==> src/rtl/mem_access.sv <==
// mem_access: memory-access stage of the RV32IM pipeline.
// Passes non-memory results straight through to write-back. Runs loads and
// stores on a single-outstanding, ack-based data bus. Handles byte-lane
// steering, sign/zero extension of loads, misalignment detection and a bus
// timeout.
//
// State | Meaning
// IDLE  | no bus transaction; pass-through or capture a new memory op
// BUSY  | bus request held with captured values, waiting for ack or timeout
//
// Ports
//   clk_i, rst_i          clock, async active-low reset
//   reg_*_i               write-back fields from execute
//   mem_*_i               memory request from execute (mem_op_i decides the op)
//   bus_*_o / bus_*_i     data bus request, write data/enables, read data, ack
//   reg_*_o               registered write-back fields
//   stallreq_o            combinational stall request to the pipeline controller
//   misalign_o            one-cycle pulse for a misaligned access
//   bus_err_o             one-cycle pulse for a timed-out transaction
// Lane steering and extension assume DATA_WIDTH = 32.
module mem_access #(
    parameter int DATA_WIDTH     = 32,
    parameter int ADDR_WIDTH     = 32,
    parameter int TIMEOUT_CYCLES = 16
) (
    input  logic                  clk_i,
    input  logic                  rst_i,
    input  logic [4:0]            reg_waddr_i,
    input  logic                  reg_we_i,
    input  logic [DATA_WIDTH-1:0] reg_wdata_i,
    input  logic [ADDR_WIDTH-1:0] mem_addr_i,
    input  logic [DATA_WIDTH-1:0] mem_data_i,
    input  logic                  mem_we_i,
    input  logic [3:0]            mem_op_i,
    output logic                  bus_req_o,
    output logic                  bus_we_o,
    output logic [ADDR_WIDTH-1:0] bus_addr_o,
    output logic [DATA_WIDTH-1:0] bus_wdata_o,
    output logic [3:0]            bus_be_o,
    input  logic [DATA_WIDTH-1:0] bus_rdata_i,
    input  logic                  bus_ack_i,
    output logic [4:0]            reg_waddr_o,
    output logic                  reg_we_o,
    output logic [DATA_WIDTH-1:0] reg_wdata_o,
    output logic                  stallreq_o,
    output logic                  misalign_o,
    output logic                  bus_err_o
);

    // Encodings shared with the rest of the pipeline (defines.v).
    localparam logic [3:0] MEM_NOP = 4'd0;
    localparam logic [3:0] MEM_LB  = 4'd1;
    localparam logic [3:0] MEM_LH  = 4'd2;
    localparam logic [3:0] MEM_LW  = 4'd3;
    localparam logic [3:0] MEM_LBU = 4'd4;
    localparam logic [3:0] MEM_LHU = 4'd5;
    localparam logic [3:0] MEM_SB  = 4'd6;
    localparam logic [3:0] MEM_SH  = 4'd7;
    localparam logic [3:0] MEM_SW  = 4'd8;

    localparam logic [7:0] CNT_LAST = 8'(TIMEOUT_CYCLES - 1);

    typedef enum logic {S_IDLE, S_BUSY} state_t;

    state_t                state, state_nxt;
    logic [7:0]            cnt, cnt_nxt;
    logic                  capture;
    logic [ADDR_WIDTH-1:0] cap_addr;
    logic [3:0]            cap_op;
    logic [DATA_WIDTH-1:0] cap_data;
    logic [4:0]            cap_rd;
    logic                  cap_we;
    logic                  cap_is_load;

    logic                  is_mem;
    logic                  misaligned;
    logic [7:0]            ld_byte;
    logic [15:0]           ld_half;
    logic [DATA_WIDTH-1:0] load_data;

    logic                  nxt_reg_we;
    logic [4:0]            nxt_reg_waddr;
    logic [DATA_WIDTH-1:0] nxt_reg_wdata;
    logic                  nxt_misalign;
    logic                  nxt_bus_err;

    // mem_op_i alone decides the access type; the store flag is redundant.
    logic unused_mem_we;
    assign unused_mem_we = mem_we_i;

    always_comb begin
        is_mem     = 1'b0;
        misaligned = 1'b0;
        case (mem_op_i)
            MEM_LB, MEM_LBU, MEM_SB: is_mem = 1'b1;
            MEM_LH, MEM_LHU, MEM_SH: begin
                is_mem     = 1'b1;
                misaligned = mem_addr_i[0];
            end
            MEM_LW, MEM_SW: begin
                is_mem     = 1'b1;
                misaligned = |mem_addr_i[1:0];
            end
            default: ;
        endcase
    end

    assign cap_is_load = (cap_op != MEM_SB) && (cap_op != MEM_SH) && (cap_op != MEM_SW);

    always_comb begin
        case (cap_addr[1:0])
            2'd0:    ld_byte = bus_rdata_i[7:0];
            2'd1:    ld_byte = bus_rdata_i[15:8];
            2'd2:    ld_byte = bus_rdata_i[23:16];
            default: ld_byte = bus_rdata_i[31:24];
        endcase
        ld_half = cap_addr[1] ? bus_rdata_i[31:16] : bus_rdata_i[15:0];
        case (cap_op)
            MEM_LB:  load_data = {{(DATA_WIDTH-8){ld_byte[7]}}, ld_byte};
            MEM_LBU: load_data = {{(DATA_WIDTH-8){1'b0}}, ld_byte};
            MEM_LH:  load_data = {{(DATA_WIDTH-16){ld_half[15]}}, ld_half};
            MEM_LHU: load_data = {{(DATA_WIDTH-16){1'b0}}, ld_half};
            default: load_data = bus_rdata_i;
        endcase
    end

    // Bus outputs derive only from state and captured values, so they stay
    // stable for the whole transaction and drop as soon as reset hits.
    always_comb begin
        bus_req_o   = 1'b0;
        bus_we_o    = 1'b0;
        bus_addr_o  = '0;
        bus_wdata_o = '0;
        bus_be_o    = 4'b0000;
        if (state == S_BUSY) begin
            bus_req_o  = 1'b1;
            bus_addr_o = {cap_addr[ADDR_WIDTH-1:2], 2'b00};
            bus_be_o   = 4'b1111;
            case (cap_op)
                MEM_SB: begin
                    bus_we_o    = 1'b1;
                    bus_be_o    = 4'b0001 << cap_addr[1:0];
                    bus_wdata_o = {4{cap_data[7:0]}};
                end
                MEM_SH: begin
                    bus_we_o    = 1'b1;
                    bus_be_o    = cap_addr[1] ? 4'b1100 : 4'b0011;
                    bus_wdata_o = {2{cap_data[15:0]}};
                end
                MEM_SW: begin
                    bus_we_o    = 1'b1;
                    bus_wdata_o = cap_data;
                end
                default: ;
            endcase
        end
    end

    always_comb begin
        state_nxt     = state;
        cnt_nxt       = cnt;
        capture       = 1'b0;
        stallreq_o    = 1'b0;
        nxt_reg_we    = 1'b0;
        nxt_reg_waddr = '0;
        nxt_reg_wdata = '0;
        nxt_misalign  = 1'b0;
        nxt_bus_err   = 1'b0;
        if (state == S_IDLE) begin
            if (!is_mem) begin
                nxt_reg_we    = reg_we_i;
                nxt_reg_waddr = reg_waddr_i;
                nxt_reg_wdata = reg_wdata_i;
            end else if (misaligned) begin
                nxt_misalign = 1'b1;
            end else begin
                stallreq_o = 1'b1;
                capture    = 1'b1;
                cnt_nxt    = '0;
                state_nxt  = S_BUSY;
            end
        end else begin
            // Ack wins over a timeout landing in the same cycle.
            if (bus_ack_i) begin
                state_nxt = S_IDLE;
                if (cap_is_load) begin
                    nxt_reg_we    = cap_we && (cap_rd != 5'd0);
                    nxt_reg_waddr = cap_rd;
                    nxt_reg_wdata = load_data;
                end
            end else if (cnt == CNT_LAST) begin
                state_nxt   = S_IDLE;
                nxt_bus_err = 1'b1;
            end else begin
                stallreq_o = 1'b1;
                cnt_nxt    = cnt + 8'd1;
            end
        end
    end

    always_ff @(posedge clk_i or negedge rst_i) begin
        if (!rst_i) begin
            state <= S_IDLE;
        end else begin
            state <= state_nxt;
        end
    end

    always_ff @(posedge clk_i or negedge rst_i) begin
        if (!rst_i) begin
            cnt         <= '0;
            cap_addr    <= '0;
            cap_op      <= MEM_NOP;
            cap_data    <= '0;
            cap_rd      <= '0;
            cap_we      <= 1'b0;
            reg_we_o    <= 1'b0;
            reg_waddr_o <= '0;
            reg_wdata_o <= '0;
            misalign_o  <= 1'b0;
            bus_err_o   <= 1'b0;
        end else begin
            cnt <= cnt_nxt;
            if (capture) begin
                cap_addr <= mem_addr_i;
                cap_op   <= mem_op_i;
                cap_data <= mem_data_i;
                cap_rd   <= reg_waddr_i;
                cap_we   <= reg_we_i;
            end
            reg_we_o    <= nxt_reg_we;
            reg_waddr_o <= nxt_reg_waddr;
            reg_wdata_o <= nxt_reg_wdata;
            misalign_o  <= nxt_misalign;
            bus_err_o   <= nxt_bus_err;
        end
    end

endmodule
==> config.mk <==
export PLATFORM = sky130hd
export DESIGN_NAME = mem_access
export DESIGN_NICKNAME = d
export VERILOG_FILES = /design/src/rtl/mem_access.sv
export SDC_FILE = /design/constraint.sdc
export NUM_CORES = 1
export LEC_CHECK = 0
export ABC_AREA = 1
export CELL_PAD_IN_SITES_DETAIL_PLACEMENT = 2
export CELL_PAD_IN_SITES_GLOBAL_PLACEMENT = 2
export CORE_MARGIN = 2
export CORE_UTILIZATION = 23
export DETAILED_ROUTE_END_ITERATION = 10
export PLACE_DENSITY = 0.87
export SYNTH_ARGS = -nofsm -noshare
export SYNTH_HDL_FRONTEND = slang
export SYNTH_SLANG_ARGS = --single-unit
==> constraint.sdc <==
create_clock -name clk_i -period 2.16 [get_ports clk_i]
set_input_delay 0.648 -clock clk_i [delete_from_list [all_inputs] [get_ports clk_i]]
set_output_delay 0.648 -clock clk_i [all_outputs]
set_load 0.02 [all_outputs]
==> results of run 1 <==
-- power by group through the flow --
stage                     clock network, µW  registers (µW)  logic (µW)
after floorplan                           0            3480        2320
after detailed placement                  0            3380        4680
final                                  3080            3430        5290
after CTS                              3160            3380        5000
after global routing                   3260            3510        5770
after global placement                    0            3330        4510
-- through the flow --
| step | instances | util, % | power [µW] | setup TNS (ps) | hold WS [ps] |
|---|---|---|---|---|---|
| floorplan | 1031 | - | 5800 | 0 | 352 |
| global placement | 1679 | 34.4 | 7840 | -63800 | 454 |
| detailed placement | 1679 | 34.4 | 8060 | -74330 | 460 |
| CTS | 1731 | 37.6 | 11500 | -13350 | 133 |
| global route | 1751 | 38.9 | 12500 | -17700 | 149 |
| finish | 1752 | 38.9 | 11800 | -13020 | 131 |
-- placed cells by master (no fill, tap or decap), drive strengths merged, types with 2 or more instances in the layout --
cell and n:
nor2 60, conb 2, clkbuf 24, nand3 132
clkinv 6, clkdlybuf4s50 173, nand4 4, diode 6
dfrtp 123, inv 124, nand2 455, o22ai 3
buf 164, o21ai 28, bufinv 3, xor2 2
dlygate4sd2 4, clkdlybuf4s15 2, a21oi 36, clkinvlp 3
-- layout make-up --
cell class	count	area [µm²]
clock inverter	11	143
sequential	123	3080
clock buffer	21	470
antenna	6	15.0
fill	3435	18200
multi-input combinational	729	3500
timing repair buffer	347	3430
inverter	125	480
tap	390	488
-- worst min path at each step --
| stage | startpoint | to | slack (ps) | cells after the start |
|---|---|---|---|---|
| floorplan | rst_i | bus_err_o$_DFF_PN0_ | 350 | 0 |
| global placement | cap_addr[16]$_DFFE_PN0P_ | cap_addr[16]$_DFFE_PN0P_ | 450 | 2 |
| detailed placement | cap_addr[16]$_DFFE_PN0P_ | cap_addr[16]$_DFFE_PN0P_ | 460 | 2 |
| CTS | rst_i | cap_rd[4]$_DFFE_PN0P_ | 130 | 1 |
| global route | rst_i | state$_DFF_PN0_ | 150 | 1 |
| finish | rst_i | state$_DFF_PN0_ | 130 | 1 |
-- sequential cells by signal, indices dropped and copies added, names as in the netlist --
name	cells
cap_rd	5
reg_waddr_o	5
bus_err_o	1
cap_addr	32
cap_op	4
cnt	8
reg_wdata_o	32
state	1
cap_we	1
misalign_o	1
cap_data	32
reg_we_o	1
-- timing repair --
item                                    in CTS  in global routing
cloned                                       5                  2
endpoints found under the setup margin     151                 49
gates resized for setup                    412                103
pin swaps                                   19                 19
buffers inserted                            15                 14
-- logic make-up (layout without fill, tap and decap cells) --
group,after synthesis,count (layout)
simple gates,654,654
buf+inv,179,504
flops,123,123
compound gates,69,69
xor+xnor,3,3
fa+ha+maj,1,1
other cells,1,8
-- synth_stat cells --
cell type / instances / area [µm²]
a21oi_1: 36 / 180
buf_1: 3 / 11.3
buf_2: 20 / 100
buf_4: 4 / 30.0
buf_6: 8 / 90.1
clkbuf_1: 18 / 67.6
clkbuf_2: 1 / 5.00
clkinv_1: 1 / 3.75
conb_1: 1 / 3.75
dfrtp_1: 123 / 3080
ha_1: 1 / 12.5
inv_1: 120 / 450
inv_2: 4 / 15.0
nand2_1: 449 / 1690
nand2_2: 6 / 37.5
nand3_1: 128 / 641
nand3_2: 1 / 10.0
nand3_4: 3 / 52.6
nand4_1: 3 / 18.8
nand4_2: 1 / 12.5
nor2_1: 53 / 199
nor2_2: 5 / 31.3
nor2_4: 2 / 22.5
nor3_1: 1 / 5.00
nor3b_1: 1 / 7.51
o21a_1: 1 / 7.51
o21ai_0: 26 / 130
o21ai_1: 1 / 5.00
o21ai_2: 1 / 8.76
o21bai_1: 1 / 7.51
o22ai_1: 3 / 18.8
or2_2: 1 / 6.26
xnor2_1: 1 / 8.76
xor2_1: 2 / 17.5
-- worst register-to-register path, delay by kind of cell, from the launching register on --
| family | cells | cell delay (ps) |
|---|---|---|
| simple gates | 6 | 710 |
| buf+inv | 4 | 660 |
| flops | 1 | 480 |
| compound gates | 1 | 190 |
-- metal layers --
| layer | up-vias | global-route usage, % | wire (µm) |
|---|---|---|---|
| li1 | 3792 | - | - |
| met1 | 4131 | 25.1 | 13700 |
| met2 | 174 | 38.5 | 18500 |
| met3 | 72 | 2.47 | 874 |
| met4 | 0 | 10.0 | 1470 |
| met5 | - | 0 | 0 |
==> flow_summary.json, run 1 <==
{
  "layout-drive-gt1-share_pct": 25.2,
  "clk_path_buf_depth": 2,
  "synth_fa_ha_area_share_pct": 0.179,
  "fin_nets": 1486,
  "clock_latency_ps": 430,
  "grt_pass1_vias": 8925,
  "clock_sinks": 123,
  "root_buffer": "clkbuf_16",
  "slowest_delay_ps": 440,
  "slew_headroom_pct": 51.0,
  "num_vias": 8169,
  "dieWidth_um": 178,
  "drt-total-wl_um": 34500,
  "synth_mux_area_share_pct": 0,
  "rr_endpoint": "reg_wdata_o[28]$_DFF_PN0_",
  "power_frac_seq_pct": 29.0,
  "synth_top_family_by_area": "simple AND/OR/NAND/NOR gates",
  "outcome": "complete, but fails checks",
  "cts_tree": "done",
  "cp_cell_sequence": "nor2_4, nand2_4, nor2_4, buf_12, nand2_4, nand2_2, inv_2, nand2_2, nand2_1, inv_1, buf_6",
  "violations": "setup timing",
  "dr.pass1.iters": 4,
  "drc": 0,
  "area_delta_synth_final_pct": 66.2,
  "p_comb_share_pct": 44.8,
  "start_util_pct": 23.4,
  "ctsHoldBuffers": 0,
  "cp_data_arrival_time_ps": 1910,
  "crit_end": "bus_wdata_o[8]",
  "power_leakage_uw": 0.00623,
  "rsz0062_at_grt": "true",
  "ios": 253,
  "cts-htree-levels": 4,
  "synth_cells": 1030,
  "p_sw_uw": 4780,
  "cp-end-kind": "output pin",
  "skew_ps": 10.1,
  "syn_avg_cell_area_um2": 6.78,
  "period_needed_ps": 2560,
  "postRouteAntennaNets": 0,
  "timing.reg2reg.setup_slack_ps": 60,
  "hold_class": "in -> async",
  "rr_startpoint": "cap_op[1]$_DFFE_PN0P_",
  "yosysUniqueCellTypes": 34,
  "worstSetupPathType": "reg -> out",
  "ys_warn_count": 0,
  "max_cap_viol_count": 0,
  "routedWlPerCell_um": 19.7,
  "placed_area_um2": 10200,
  "netlist_area_um2": 6980,
  "io_buffer_count": 249,
  "hold_viol_final": 0,
  "place.gp.congestion": 0.827,
  "synth-compound-area-share_pct": 5.13,
  "irDropWorstVdd_v": 0.000445,
  "coreArea_um2": 29800,
  "timing.critical_path.from": "cap_op[3]$_DFFE_PN0P_",
  "worstRegToRegCells": 11,
  "grt_overflow": 0,
  "p_sw_share_pct": 40.6,
  "fmax_mhz": 390,
  "synthSimpleGateAreaFrac_pct": 39.1,
  "slew_violations": 0,
  "powerDensity_nw_per_um2": 1020,
  "pre_cts_slack_ps": -918,
  "worstMarginPinSlew_ps": 735,
  "grt_first_pass_wirelength_um": 51400,
  "drtIter0Drc": 379,
  "cp_num_cells": 11,
  "path_buf_inv": 4,
  "grt_max_degree": 94,
  "post-route-period-util_pct": 119,
  "ys_seq_area_share_pct": 44.1,
  "vias_per_cell": 4.66,
  "cts_buffers": 17,
  "row_count": 63,
  "slowest_stage": "dfrtp_1",
  "hpwlAfterDp_um": 22800,
  "die_y_um": 178,
  "fin_ws_ps": -403,
  "cp_top_family": "simple AND/OR/NAND/NOR gates",
  "synth_xor_area_share_pct": 0.376,
  "intPower_uw": 7010,
  "setup_violations": 46,
  "grt_use_total_pct": 21.3,
  "dieArea_um2": 31800,
  "cp-start-kind": "flip-flop",
  "antenna_found_initial": 6,
  "ys_ff_latch": 123,
  "design_area_um2": 11600,
  "crit_fanout": 7,
  "p_clk_share_pct": 26.1,
  "path_clk_slew_ps": 60,
  "required_ps": 1510
}
Power figures use the tool's default switching activity.
==> run 2: changes to the inputs <==
--- a/config.mk
+++ b/config.mk
@@ -6,6 +6,7 @@
 export NUM_CORES = 1
 export LEC_CHECK = 0
 export ABC_AREA = 1
+export CAP_MARGIN = 20
 export CELL_PAD_IN_SITES_DETAIL_PLACEMENT = 2
 export CELL_PAD_IN_SITES_GLOBAL_PLACEMENT = 2
 export CORE_MARGIN = 2
==> results of run 2 <==
The final DEF is identical to that of run 1; final timing and power are the same.
==> run 3: changes to the inputs <==
--- a/config.mk
+++ b/config.mk
@@ -10,9 +10,9 @@
 export CELL_PAD_IN_SITES_DETAIL_PLACEMENT = 2
 export CELL_PAD_IN_SITES_GLOBAL_PLACEMENT = 2
 export CORE_MARGIN = 2
-export CORE_UTILIZATION = 23
+export CORE_UTILIZATION = 25
 export DETAILED_ROUTE_END_ITERATION = 10
-export PLACE_DENSITY = 0.87
+export PLACE_DENSITY = 0.93
 export SYNTH_ARGS = -nofsm -noshare
 export SYNTH_HDL_FRONTEND = slang
 export SYNTH_SLANG_ARGS = --single-unit
==> constraint.sdc (replaced) <==
create_clock -name clk_i -period 3.03 [get_ports clk_i]
set_input_delay 0.909 -clock clk_i [delete_from_list [all_inputs] [get_ports clk_i]]
set_output_delay 0.909 -clock clk_i [all_outputs]
set_load 0.02 [all_outputs]
==> run 3 against run 2 <==
Compared with the run above:
- the run now ends clean
- sequential share of layout area is 2.3 points higher
- flip-flop and latch count is the same
- via count decreased by 3.7%
- first-iteration DRC count down 1.1%
- wire length decreased by 6.6%
- largest power group unchanged
==> flow_summary.json, run 3 (synthesis results as in run 1) <==
{
  "grt_max_degree": 94,
  "routedWlPerCell_um": 19.2,
  "timing.reg2reg.setup_slack_ps": 840,
  "crit_fanout": 2,
  "drt-total-wl_um": 32300,
  "fin_tns_setup_ps": 0,
  "slowest_delay_ps": 480,
  "clock_sinks": 123,
  "worstMarginPinSlew_ps": 982,
  "post-route-period-util_pct": 97.7,
  "rsz0062_at_grt": "true",
  "drtIter0Drc": 375,
  "clk_path_buf_depth": 2,
  "max_cap_viol_count": 0,
  "grt_overflow": 0,
  "area_delta_synth_final_pct": 52.9,
  "final_common_cell": "nand2_1",
  "ctsHoldBuffers": 0,
  "hpwlAfterDp_um": 22900,
  "powerDensity_nw_per_um2": 735,
  "row_count": 61,
  "worstRegToRegCells": 8,
  "layout-drive-gt1-share_pct": 10.9,
  "cp_cell_sequence": "clkdlybuf4s50_1, inv_1, o21ai_4, nand3_4, nand2_4, nand2_2, buf_6",
  "antenna_found_initial": 4,
  "die_y_um": 171,
  "fin_nets": 1431,
  "clock_latency_ps": 440,
  "drc": 0,
  "dieArea_um2": 29300,
  "place.gp.congestion": 0.816,
  "start_util_pct": 25.3,
  "cts-htree-levels": 4,
  "path_clk_slew_ps": 70,
  "fmax_mhz": 338,
  "grt_use_total_pct": 22.3,
  "num_vias": 7867,
  "fill_cells": 3275,
  "hold_class": "in -> async",
  "dieWidth_um": 171,
  "power_leakage_uw": 0.00566,
  "postRouteAntennaNets": 0,
  "vias_per_cell": 4.67,
  "grt_first_pass_wirelength_um": 49600,
  "coreArea_um2": 27600,
  "fin_ws_ps": 71.1,
  "cp_data_arrival_time_ps": 2050,
  "ios": 253,
  "cp-start-kind": "input pin",
  "slew_headroom_pct": 34.5,
  "dr.pass1.iters": 4,
  "pre_cts_slack_ps": -654,
  "required_ps": 2120,
  "cts_buffers": 17,
  "setup_violations": 0,
  "cp_top_family": "buffers and inverters",
  "hold_viol_final": 0,
  "reg_top3": "cap_addr: 32 flops, cap_data: 32 flops, reg_wdata_o: 32 flops",
  "io_buffer_count": 249,
  "final_cell_mix": "nand2_1 (445), clkdlybuf4s50_1 (205), nand3_1 (126)",
  "root_buffer": "clkbuf_16",
  "slowest_stage": "clkdlybuf4s50_1",
  "rr_startpoint": "cap_op[1]$_DFFE_PN0P_",
  "worstSetupPathType": "in -> out",
  "skew_ps": 14.5,
  "cp-end-kind": "output pin",
  "cts_tree": "done",
  "irDropWorstVdd_v": 0.000324,
  "slew_violations": 0,
  "outcome": "finished, final reports clean",
  "final_cells": 1683,
  "period_needed_ps": 2960,
  "dp_cells": 1636,
  "path_buf_inv": 3,
  "rr_endpoint": "reg_wdata_o[6]$_DFF_PN0_",
  "grt_pass1_vias": 8775
}
[run 3: area by class of cell]
cell class / instances / area [µm²] / share of cell area (%)
diodes: 4 / 10.0 / 0.0938
well taps: 378 / 473 / 4.43
inverters: 125 / 472 / 4.42
repair buffers: 292 / 2830 / 26.5
flip-flops and latches: 123 / 3080 / 28.9
clock inverters: 15 / 180 / 1.69
clock buffers: 17 / 425 / 3.99
multi-input cells: 729 / 3200 / 30.0
[run 3: metrics by stage]
stage	instance area, µm²	util [%]	hold WS (ps)	power (µW)
2_1_floorplan	6980	-	442	4130
3_3_place_gp	9960	36.0	453	5400
3_5_place_dp	9960	36.0	463	5610
4_1_cts	10600	38.4	456	7860
5_1_grt	10700	38.6	463	8360
6_report	10700	38.6	430	7850
[run 3: what timing repair did]
item | 4_1_cts | 5_1_grt
pin swaps | 0 | 7
resized for setup | 89 | 53
setup endpoints to repair | 40 | 64
setup buffers | 5 | 4
gates cloned | 1 | 1
[run 3: worst max path at each step]
stage                          start             end  slack, ps  cells past startpoint
2_1_floorplan            mem_op_i[0]      stallreq_o        330                      8
3_3_place_gp             mem_op_i[0]      stallreq_o       -550                      9
3_5_place_dp             mem_op_i[0]      stallreq_o       -650                      9
4_1_cts                  mem_op_i[1]      stallreq_o       -100                      9
5_1_grt        cap_op[1]$_DFFE_PN0P_  bus_wdata_o[2]         -3                      7
6_report               mem_addr_i[0]      stallreq_o         70                      7
[run 3: layer usage]
metal	global-route usage, %	routed length (µm)	vias to the layer above
met5	0	0	-
met4	11.8	1570	0
met3	3.63	1110	87
met2	39.4	16700	189
met1	25.8	12900	3916
li1	-	-	3675
[run 3: where the power goes]
group	total, µW	switching [µW]	internal, µW
registers	2410	314	2090
clock network	2160	916	1250
logic	3280	2040	1240
